==> src/rtl/page_table_writer.sv <==
// Page-table writer: services CPU accesses to the supervisor page-table window
// and bulk-fills one task's 4096 entries, arbitrating for the table RAM via
// bus_req/bus_gnt.
// Optional feature: define PAGE_TABLE_WRITER_READBACK_EN to let CPU reads fetch
// entries from the table RAM; otherwise reads are acknowledged immediately with
// 0x0000 and never request the bus.
module page_table_writer (
  input  logic        clk,
  input  logic        reset_n,
  input  logic        sel,
  input  logic        as_n,
  input  logic        rw,
  input  logic        uds_n,
  input  logic        lds_n,
  input  logic [15:0] cpu_addr,
  input  logic [15:0] cpu_wdata,
  output logic [15:0] cpu_rdata,
  output logic        dtack_n,
  output logic        bus_req,
  input  logic        bus_gnt,
  output logic [15:0] ram_addr,
  output logic [15:0] ram_wdata,
  output logic        ram_we_n,
  output logic        ram_oe_n,
  output logic        ram_ub_n,
  output logic        ram_lb_n,
  input  logic [15:0] ram_rdata,
  input  logic        clr_start,
  input  logic [3:0]  clr_task,
  input  logic [15:0] clr_value,
  output logic        clr_busy,
  output logic        clr_done
);

  typedef enum logic [2:0] {StIdle, StReq, StWrite, StRead, StAck, StFill} state_e;

  state_e      state_q;
  logic        rw_q;
  logic        uds_q;
  logic        lds_q;
  logic [11:0] count_q;
  logic [15:0] ram_addr_q;
  logic [15:0] ram_wdata_q;
  logic        ram_we_q;
  logic        ram_oe_q;
  logic        ram_ub_q;
  logic        ram_lb_q;
  logic [15:0] cpu_rdata_q;
  logic        dtack_q;
  logic        bus_req_q;
  logic        clr_busy_q;
  logic        clr_done_q;
  logic        cpu_hit;

  assign cpu_hit = sel && !as_n && (!uds_n || !lds_n);

  // Controller FSM with all outputs registered; CPU address/data are latched
  // straight into the RAM drive registers since they are only strobed later.
  always_ff @(posedge clk) begin
    if (!reset_n) begin
      state_q     <= StIdle;
      rw_q        <= 1'b1;
      uds_q       <= 1'b1;
      lds_q       <= 1'b1;
      count_q     <= 12'h000;
      ram_addr_q  <= 16'h0000;
      ram_wdata_q <= 16'h0000;
      ram_we_q    <= 1'b1;
      ram_oe_q    <= 1'b1;
      ram_ub_q    <= 1'b1;
      ram_lb_q    <= 1'b1;
      cpu_rdata_q <= 16'h0000;
      dtack_q     <= 1'b1;
      bus_req_q   <= 1'b0;
      clr_busy_q  <= 1'b0;
      clr_done_q  <= 1'b0;
    end else begin
      clr_done_q <= 1'b0;
      case (state_q)
        StIdle: begin
          // Fill wins over a simultaneous CPU access; the CPU keeps as_n low
          // and is picked up again once the fill returns here.
          if (clr_start) begin
            state_q     <= StFill;
            count_q     <= 12'h000;
            ram_addr_q  <= {clr_task, 12'h000};
            ram_wdata_q <= clr_value;
            ram_we_q    <= 1'b0;
            ram_ub_q    <= 1'b0;
            ram_lb_q    <= 1'b0;
            bus_req_q   <= 1'b1;
            clr_busy_q  <= 1'b1;
          end else if (cpu_hit) begin
            ram_addr_q  <= cpu_addr;
            ram_wdata_q <= cpu_wdata;
            rw_q        <= rw;
            uds_q       <= uds_n;
            lds_q       <= lds_n;
`ifdef PAGE_TABLE_WRITER_READBACK_EN
            state_q     <= StReq;
            bus_req_q   <= 1'b1;
`else
            if (rw) begin
              state_q     <= StAck;
              dtack_q     <= 1'b0;
              cpu_rdata_q <= 16'h0000;
            end else begin
              state_q   <= StReq;
              bus_req_q <= 1'b1;
            end
`endif
          end
        end
        StReq: begin
          if (as_n) begin
            state_q   <= StIdle;
            bus_req_q <= 1'b0;
          end else if (bus_gnt) begin
            if (rw_q) begin
              state_q  <= StRead;
              ram_oe_q <= 1'b0;
              ram_ub_q <= 1'b0;
              ram_lb_q <= 1'b0;
            end else begin
              state_q  <= StWrite;
              ram_we_q <= 1'b0;
              ram_ub_q <= uds_q;
              ram_lb_q <= lds_q;
            end
          end
        end
        StWrite: begin
          // A grant lost mid-cycle keeps the strobe pending rather than dropping it.
          if (bus_gnt) begin
            state_q   <= StAck;
            ram_we_q  <= 1'b1;
            ram_ub_q  <= 1'b1;
            ram_lb_q  <= 1'b1;
            bus_req_q <= 1'b0;
            dtack_q   <= 1'b0;
          end
        end
        StRead: begin
          if (bus_gnt) begin
            state_q     <= StAck;
            cpu_rdata_q <= ram_rdata;
            ram_oe_q    <= 1'b1;
            ram_ub_q    <= 1'b1;
            ram_lb_q    <= 1'b1;
            bus_req_q   <= 1'b0;
            dtack_q     <= 1'b0;
          end
        end
        StAck: begin
          if (as_n) begin
            state_q <= StIdle;
            dtack_q <= 1'b1;
          end
        end
        StFill: begin
          // One entry per granted cycle; the counter simply holds while ungranted.
          if (bus_gnt) begin
            count_q          <= count_q + 12'd1;
            ram_addr_q[11:0] <= count_q + 12'd1;
            if (count_q == 12'hFFF) begin
              state_q    <= StIdle;
              ram_we_q   <= 1'b1;
              ram_ub_q   <= 1'b1;
              ram_lb_q   <= 1'b1;
              bus_req_q  <= 1'b0;
              clr_busy_q <= 1'b0;
              clr_done_q <= 1'b1;
            end
          end
        end
        default: state_q <= StIdle;
      endcase
    end
  end

  // RAM strobes are forced inactive whenever the table RAM is not ours.
  assign ram_we_n  = ram_we_q | ~bus_gnt;
  assign ram_oe_n  = ram_oe_q | ~bus_gnt;
  assign ram_ub_n  = ram_ub_q;
  assign ram_lb_n  = ram_lb_q;
  assign ram_addr  = ram_addr_q;
  assign ram_wdata = ram_wdata_q;
  assign cpu_rdata = cpu_rdata_q;
  assign dtack_n   = dtack_q;
  assign bus_req   = bus_req_q;
  assign clr_busy  = clr_busy_q;
  assign clr_done  = clr_done_q;

endmodule

==> config.mk <==
export PLATFORM = sky130hd
export DESIGN_NAME = page_table_writer
export DESIGN_NICKNAME = d
export VERILOG_FILES = /design/src/rtl/page_table_writer.sv
export SDC_FILE = /design/constraint.sdc
export NUM_CORES = 1
export LEC_CHECK = 0
export ABC_AREA = 1
export CAP_MARGIN = 20
export CORE_MARGIN = 8
export CORE_UTILIZATION = 48
export DETAILED_ROUTE_END_ITERATION = 7
export PLACE_DENSITY = 0.89
export SLEW_MARGIN = 10
export SYNTH_ARGS = -nofsm -noshare
export SYNTH_HDL_FRONTEND = slang
export SYNTH_SLANG_ARGS = --single-unit
==> constraint.sdc <==
create_clock -name clk -period 3.4 [get_ports clk]
set_input_delay 0.34 -clock clk [delete_from_list [all_inputs] [get_ports clk]]
set_output_delay 0.34 -clock clk [all_outputs]
set_load 0.01 [all_outputs]
==> summary.txt <==
Status
  • Status: finished clean

Critical path
  • Max FO, Critical Path: 21
  • Critical Setup Path Class: in -> reg
  • RR Endpoint: ram_wdata[4]
  • Max incr delay on CP: 0.57 ns
  • Reg2reg setup slack: 1.05 ns
  • Cells on worst reg2reg path: 7
  • Worst Path Required: 3.63 ns
  • Crit end category: register
  • FF-to-FF Start: state_q[2]
  • Slowest cell on crit path: a21oi_2
  • Worst setup SP type: input port
  • Worst path cell trace: clkdlybuf4s50_1 > inv_1 > nand3_1 > nor2_2 > a21oi_2 > inv_1 > nor2_1 > nor2_1
  • CP arrival: 2.60 ns

Run
  • Max Cap Viol: 0

Hold path
  • Class of the worst hold path: reg -> reg
  • Hold path depth: 2
  • Hold wc startpoint: ram_we_q
  • Hold Path End: ram_we_q

Yosys
  • Leading cell type by number of instances after synthesis: nand2_1
  • Synth async-reset ratio: 0
  • Mux share of post-synthesis cell area: 0
  • Synth cell count leaders: 149 x nand2_1, 101 x nor2_1, 74 x dfxtp_1
  • Top FF cell, synth: dfxtp_1
  • Synth Area in Adders: 0.00345
  • Synth Area per Inst: 6.54 sq um
  • Synth top area cells: dfxtp_1 41%, nand2_1 15%, nor2_1 10%
  • Synth top area share: 0.409
  • Post-synth net total: 632
  • Post-Synth XOR/XNOR Area: 0
  • Netlist cell types: 32
  • Largest family of logic cells by synthesized area: simple AND/OR/NAND/NOR gates
  • Synth Area in Compound Gates: 0.138
  • Yosys reg bits: 74
  • Simple-Gate Fraction of Synth Area: 0.378
  • Register area share after synthesis: 0.409
  • Area leader, netlist: dfxtp_1
  • Synthesized area: 0.00362 sq mm
  • Syn Inst Count: 554
  • Synth Warn #: 0
  • Number of synthesized flops with an enable pin: 0

Clock tree
  • Clock Pin Slew Worst Setup and Hold Paths: 0.07 ns
  • Longest Clk Path Bufs: 2
  • Hold_buf cts: 0
  • Post-cts sizing count: 0
  • Worst-Skew Late Latency: about 0.34 ns
  • CTS tree: built
  • CTS root buffer: clkbuf_8
  • # H-tree levels: 3
  • Postcts setup bufs: 0
  • Sink Count: 74
  • Inserted Clock Buffers: 9

Timing
  • Peak Freq: roughly 0.42 GHz
  • Worst Max-Slew Pin Slew: 0.762 ns
  • Fin crit share: 0.698
  • Relative slew margins: 0.492
  • RSZ-0062 raised after global routing: false
  • Tmin final: roughly 2.4 ns
  • Final Max Slew Viols: 0
  • Final Setup Violations: 0
  • Final Hold Viols: 0
  • Setup TNS: 0 ns
  • Clock Skew: 0.00876 ns

Floorplan
  • Die area: 0.0106 sq mm
  • Row cnt: 31
  • I/O Pins: 133
  • Chip Width: around 100 um
  • Core footprint: around 0.0073 sq mm
  • Die H: 103 um
  • Initial Util: 0.497

Place
  • Post-DP HPWL: between 8 and 9 mm
  • PortBufs: approximately 130
  • RD Place Congestion: 0.875

Global route
  • Number of global-route vias before repair: between 3000 and 4000
  • Global route overflow: 0
  • Largest net degree at the start of global routing: 37
  • GRT Total Usage: 0.218
  • First-pass GRT wire length: ~18 mm
  • Initial antenna violation count: 0

Power and ir drop
  • PwrDens: 736 mW/mm^2
  • Tot Pwr: 0.00381 W
  • Leakage: 2.20 nW
  • Max VDD drop: ~0.40 mV

Drt
  • Drc violations: 0
  • Wire length per cell: 14.7 um
  • DR vias/cell: 5.25
  • DR top layer: met4
  • Post-route ant nets: 0
  • Metal2 WL: roughly 6.1 mm
  • M1 WL: 4.28 mm
  • Vias: 4083
  • Drt first pass iters: 7
  • DRT iter0 DRCs: 227
  • WL met3: 757 um
  • Final Routed Wirelength: 11.5 mm

Final layout
  • Fill cells: just over 600
  • Nets: approximately 750
  • Syn-to-layout area delta: 42.7%
  • Diodes inserted: 0
  • Layout cells sized above 1: 0.0649
[worst max-delay path: cells and delay by family]
kind | cells | cell delay [ns]
and+or+nand+nor | 4 | 0.60
buffers and inverters | 3 | 1.09
AOI/OAI and AO/OA | 1 | 0.57
[state kept, by name, summed over array words and instances (netlist names)]
| register | count |
|---|---|
| cpu_rdata | 16 |
| ram_addr | 16 |
| ram_wdata | 16 |
| count_q | 12 |
| state_q | 3 |
| bus_req | 1 |
| clr_busy | 1 |
| clr_done | 1 |
| dtack_n | 1 |
| lds_q | 1 |
| ram_lb_n | 1 |
| ram_oe_q | 1 |
| ram_ub_n | 1 |
| ram_we_q | 1 |
| rw_q | 1 |
| uds_q | 1 |
[layer usage]
metal  vias to the layer above  global-route usage
li1                       2025                   -
met1                      1861               0.227
met2                       176               0.409
met3                        21              0.0574
met4                         0              0.0756
met5                         -                   0
[stage by stage]
step                       util  hold slack (ns)  std cells  worst slack, ns  instance area (sq um)
after detailed placement  0.679            0.437        761            0.667                   4950
after CTS                 0.709            0.455        777             1.03                   5170
after floorplan               -            0.421        554             1.85                   3620
after global placement    0.679            0.440        761            0.859                   4950
after global routing      0.709            0.474        777            0.808                   5170
final                     0.709            0.451        777             1.03                   5170
[where the power goes]
group	switching [W]	total [W]	internal, W
sequential	0.000174	0.00130	0.00113
clock	0.000314	0.000742	0.000428
combinational	0.00101	0.00176	0.000752
[placed cells by master, fill, tap and decap left out, types with 2 or more instances in the layout]
cell	count
dfxtp_1	74
nand2_4	2
inv_2	9
nand2_1	149
or2_2	2
o31ai_1	2
nand3_1	56
nor3_1	2
bufinv_16	2
clkbuf_8	10
nor2_2	4
nand4_1	3
inv_1	22
a211oi_1	3
clkdlybuf4s50_1	132
nand2_2	4
nor2_1	101
a21oi_1	30
buf_4	3
clkinv_2	4
o21ai_1	19
o21ai_0	34
[cells by family after synthesis]
kind of cell / Yosys count
buffers and inverters: 59
adders and majority gates: 1
DFF: 74
and+or+nand+nor: 326
AOI/OAI and AO/OA: 94
[worst max path at each step]
stage | slack, ns | to | cells after the start | startpoint
global placement | 0.86 | ram_wdata[7] | 8 | as_n
floorplan | 1.85 | state_q[2] | 10 | count_q[0]
global route | 0.81 | ram_wdata[4] | 8 | as_n
detailed placement | 0.67 | ram_wdata[4] | 8 | as_n
CTS | 1.03 | ram_wdata[4] | 8 | as_n
finish | 1.03 | ram_wdata[4] | 8 | as_n
[cell type report]
cell class | count | area [sq um] | share of cell area
inverter | 32 | 120 | 0.0232
timing repair buffer | 135 | 1340 | 0.260
tap | 99 | 124 | 0.0240
clock inverter | 6 | 80.1 | 0.0155
clock buffer | 10 | 138 | 0.0266
multi-input combinational | 421 | 1880 | 0.364
sequential | 74 | 1480 | 0.287
(Power assumes the default switching activity.)
==> variant (config.mk and constraints unchanged) <==
Add a define of `PAGE_TABLE_WRITER_READBACK_EN`.
--- a/src/rtl/page_table_writer.sv
+++ b/src/rtl/page_table_writer.sv
@@ -4,6 +4,8 @@
 // Optional feature: define PAGE_TABLE_WRITER_READBACK_EN to let CPU reads fetch
 // entries from the table RAM; otherwise reads are acknowledged immediately with
 // 0x0000 and never request the bus.
+`define PAGE_TABLE_WRITER_READBACK_EN
+
 module page_table_writer (
   input  logic        clk,
   input  logic        reset_n,
Behaviour: not the same (a bounded check fails within 4 cycles, from zero or initial values and one cycle with reset_n low).
==> variant against the unedited design <==
Final cell count is 6.6% lower; setup slack improved by 0.20 ns; sequential cell count is the same; synthesized area decreased by 2.8%; clock skew shrank 0.00052 ns; design area fell by 2.6%; global-route usage fell by 1.9 points; wire length fell by 12%; total power shrank 12%.
==> variant: results (changes against the unedited design) <==
Parameter                              Value

Status
  Outcome ... completed (unchanged)

Drt
  Vias after detailed routing ... 3758 (was 4083)
  Avg WL per Cell ... 13.9 um (was 14.7 um)

Setup path
  Cell count of the worst reg-to-reg path ... 5 (was 7)
  Critical path arrival ... 1.83 ns (was 2.60 ns)
  Flop2flop setup slack ... 1.27 ns (was 1.05 ns)
  End of the worst register-to-register path ... cpu_rdata[0] (was ram_wdata[4])
  Worst r2r src ... state_q[1] (was state_q[2])
  Start point of the critical path ... bus_gnt (was as_n)
  Capturing element of the worst setup path ... ram_oe_n (was ram_wdata[4])
  Worst Setup Path Type ... in -> out (was in -> reg)

STA
  Worst clock skew on the final layout ... 0.00824 ns (was 0.00876 ns)
  Actual transition at the worst max-transition pin ... 0.958 ns (was 0.762 ns)
  Final hold slack ... 0.449 ns (was 0.451 ns)

Pwr
  Internal Dissipation ... 2.05 mW (was 2.31 mW)
  Pleak ... 2.02 nW (was 2.20 nW)
  Maximum resistive drop on vdd ... 0.000331 V (was 0.000399 V)

Place
  Global placer's final weighted congestion ... 0.916 (was 0.875)

Global route
  Tot GR Track Use ... 0.199 (was 0.218)
  Maximum number of pins on one net before global-route repair ... 41 (was 37)

Synthesis
  Largest cells by area after synthesis ... sky130_fd_sc_hd__dfxtp_1 (42%), sky130_fd_sc_hd__nand2_1 (13%), sky130_fd_sc_hd__o21ai_0 (7.2%) (was sky130_fd_sc_hd__dfxtp_1 (41%), sky130_fd_sc_hd__nand2_1 (15%), sky130_fd_sc_hd__nor2_1 (10%))
  Number of unique standard cell types used by synthesis ... 36 (was 32)
  Sequential fraction of the synthesis area ... 0.420 (was 0.409)
  Area share of the largest cell type after synthesis ... 0.420 (was 0.409)

Cells and area
  Share of post-route cells with drive strength above 1 ... 0.0766 (was 0.0649)

Min path
  Min-delay worst type ... in -> reg (was reg -> reg)
==> variant: cell types whose count changed after synthesis, sizes merged, moves of 2 or more <==
cell	delta
o21ai	+14
a211oi	-3
nand3	-19
inv	+13
clkbuf	-5
nor2	-52
nand4	+7
a21oi	-2
a31oi	+19
nand2	-29
==> variant: metrics by stage <==
stage / setup WS, ns / cell area [sq um] / power (mW) / util / cells
floorplan: 1.96 / 3520 / 2.19 / - / 499
global placement: 1.15 / 4870 / 2.73 / 0.678 / 711
detailed placement: 1.09 / 4870 / 2.77 / 0.678 / 711
CTS: 1.22 / 5040 / 3.37 / 0.702 / 726
global route: 0.971 / 5040 / 3.60 / 0.702 / 726
finish: 1.23 / 5040 / 3.36 / 0.702 / 726
==> variant: cells by family after synthesis <==
kind of cell	count (synthesis)	share of synthesized area
fa+ha+maj	1	0.00355
compound gates	120	0.185
buf+inv	67	0.0842
simple gates	236	0.304
xor+xnor	1	0.00249
flops	74	0.420
==> variant: worst min path at each step <==
| stage | start | end |
|---|---|---|
| floorplan | ram_oe_q | ram_oe_q |
| global placement | cpu_rdata[7] | cpu_rdata[7] |
| detailed placement | cpu_rdata[12] | cpu_rdata[12] |
| CTS | cpu_rdata[12] | cpu_rdata[12] |
| global route | cpu_rdata[7] | cpu_rdata[7] |
| finish | reset_n | ram_oe_q |
==> variant: layout make-up <==
cell class / count / area (sq um) / share of cell area
multi-input cells: 358 / 1750 / 0.347
flip-flops and latches: 74 / 1480 / 0.294
repair buffers: 136 / 1350 / 0.267
inverters: 44 / 170 / 0.0338
clock buffers: 10 / 138 / 0.0273
well taps: 99 / 124 / 0.0246
clock inverters: 5 / 31.3 / 0.00621
==> variant: routing by layer <==
layer  track usage  up-vias  routed length, um
met5             0        -                  0
met4        0.0767        0                189
li1              -     1904                  -
met2         0.321      163               4480
met1         0.228     1673               4200
met3        0.0845       18               1250
==> variant: power by group through the flow <==
stage	clock [mW]	sequential [mW]	combinational, mW
floorplan	0	1.29	0.905
global route	0.644	1.25	1.71
finish	0.594	1.22	1.54
CTS	0.607	1.22	1.55
global placement	0	1.23	1.51
detailed placement	0	1.23	1.54
==> variant: worst max-delay path, cell delays in order <==
cell	delay (ns)
sky130_fd_sc_hd__clkdlybuf4s50_1	0.54
sky130_fd_sc_hd__inv_1	0.16
sky130_fd_sc_hd__or2_2	0.30
sky130_fd_sc_hd__clkdlybuf4s50_1	0.50
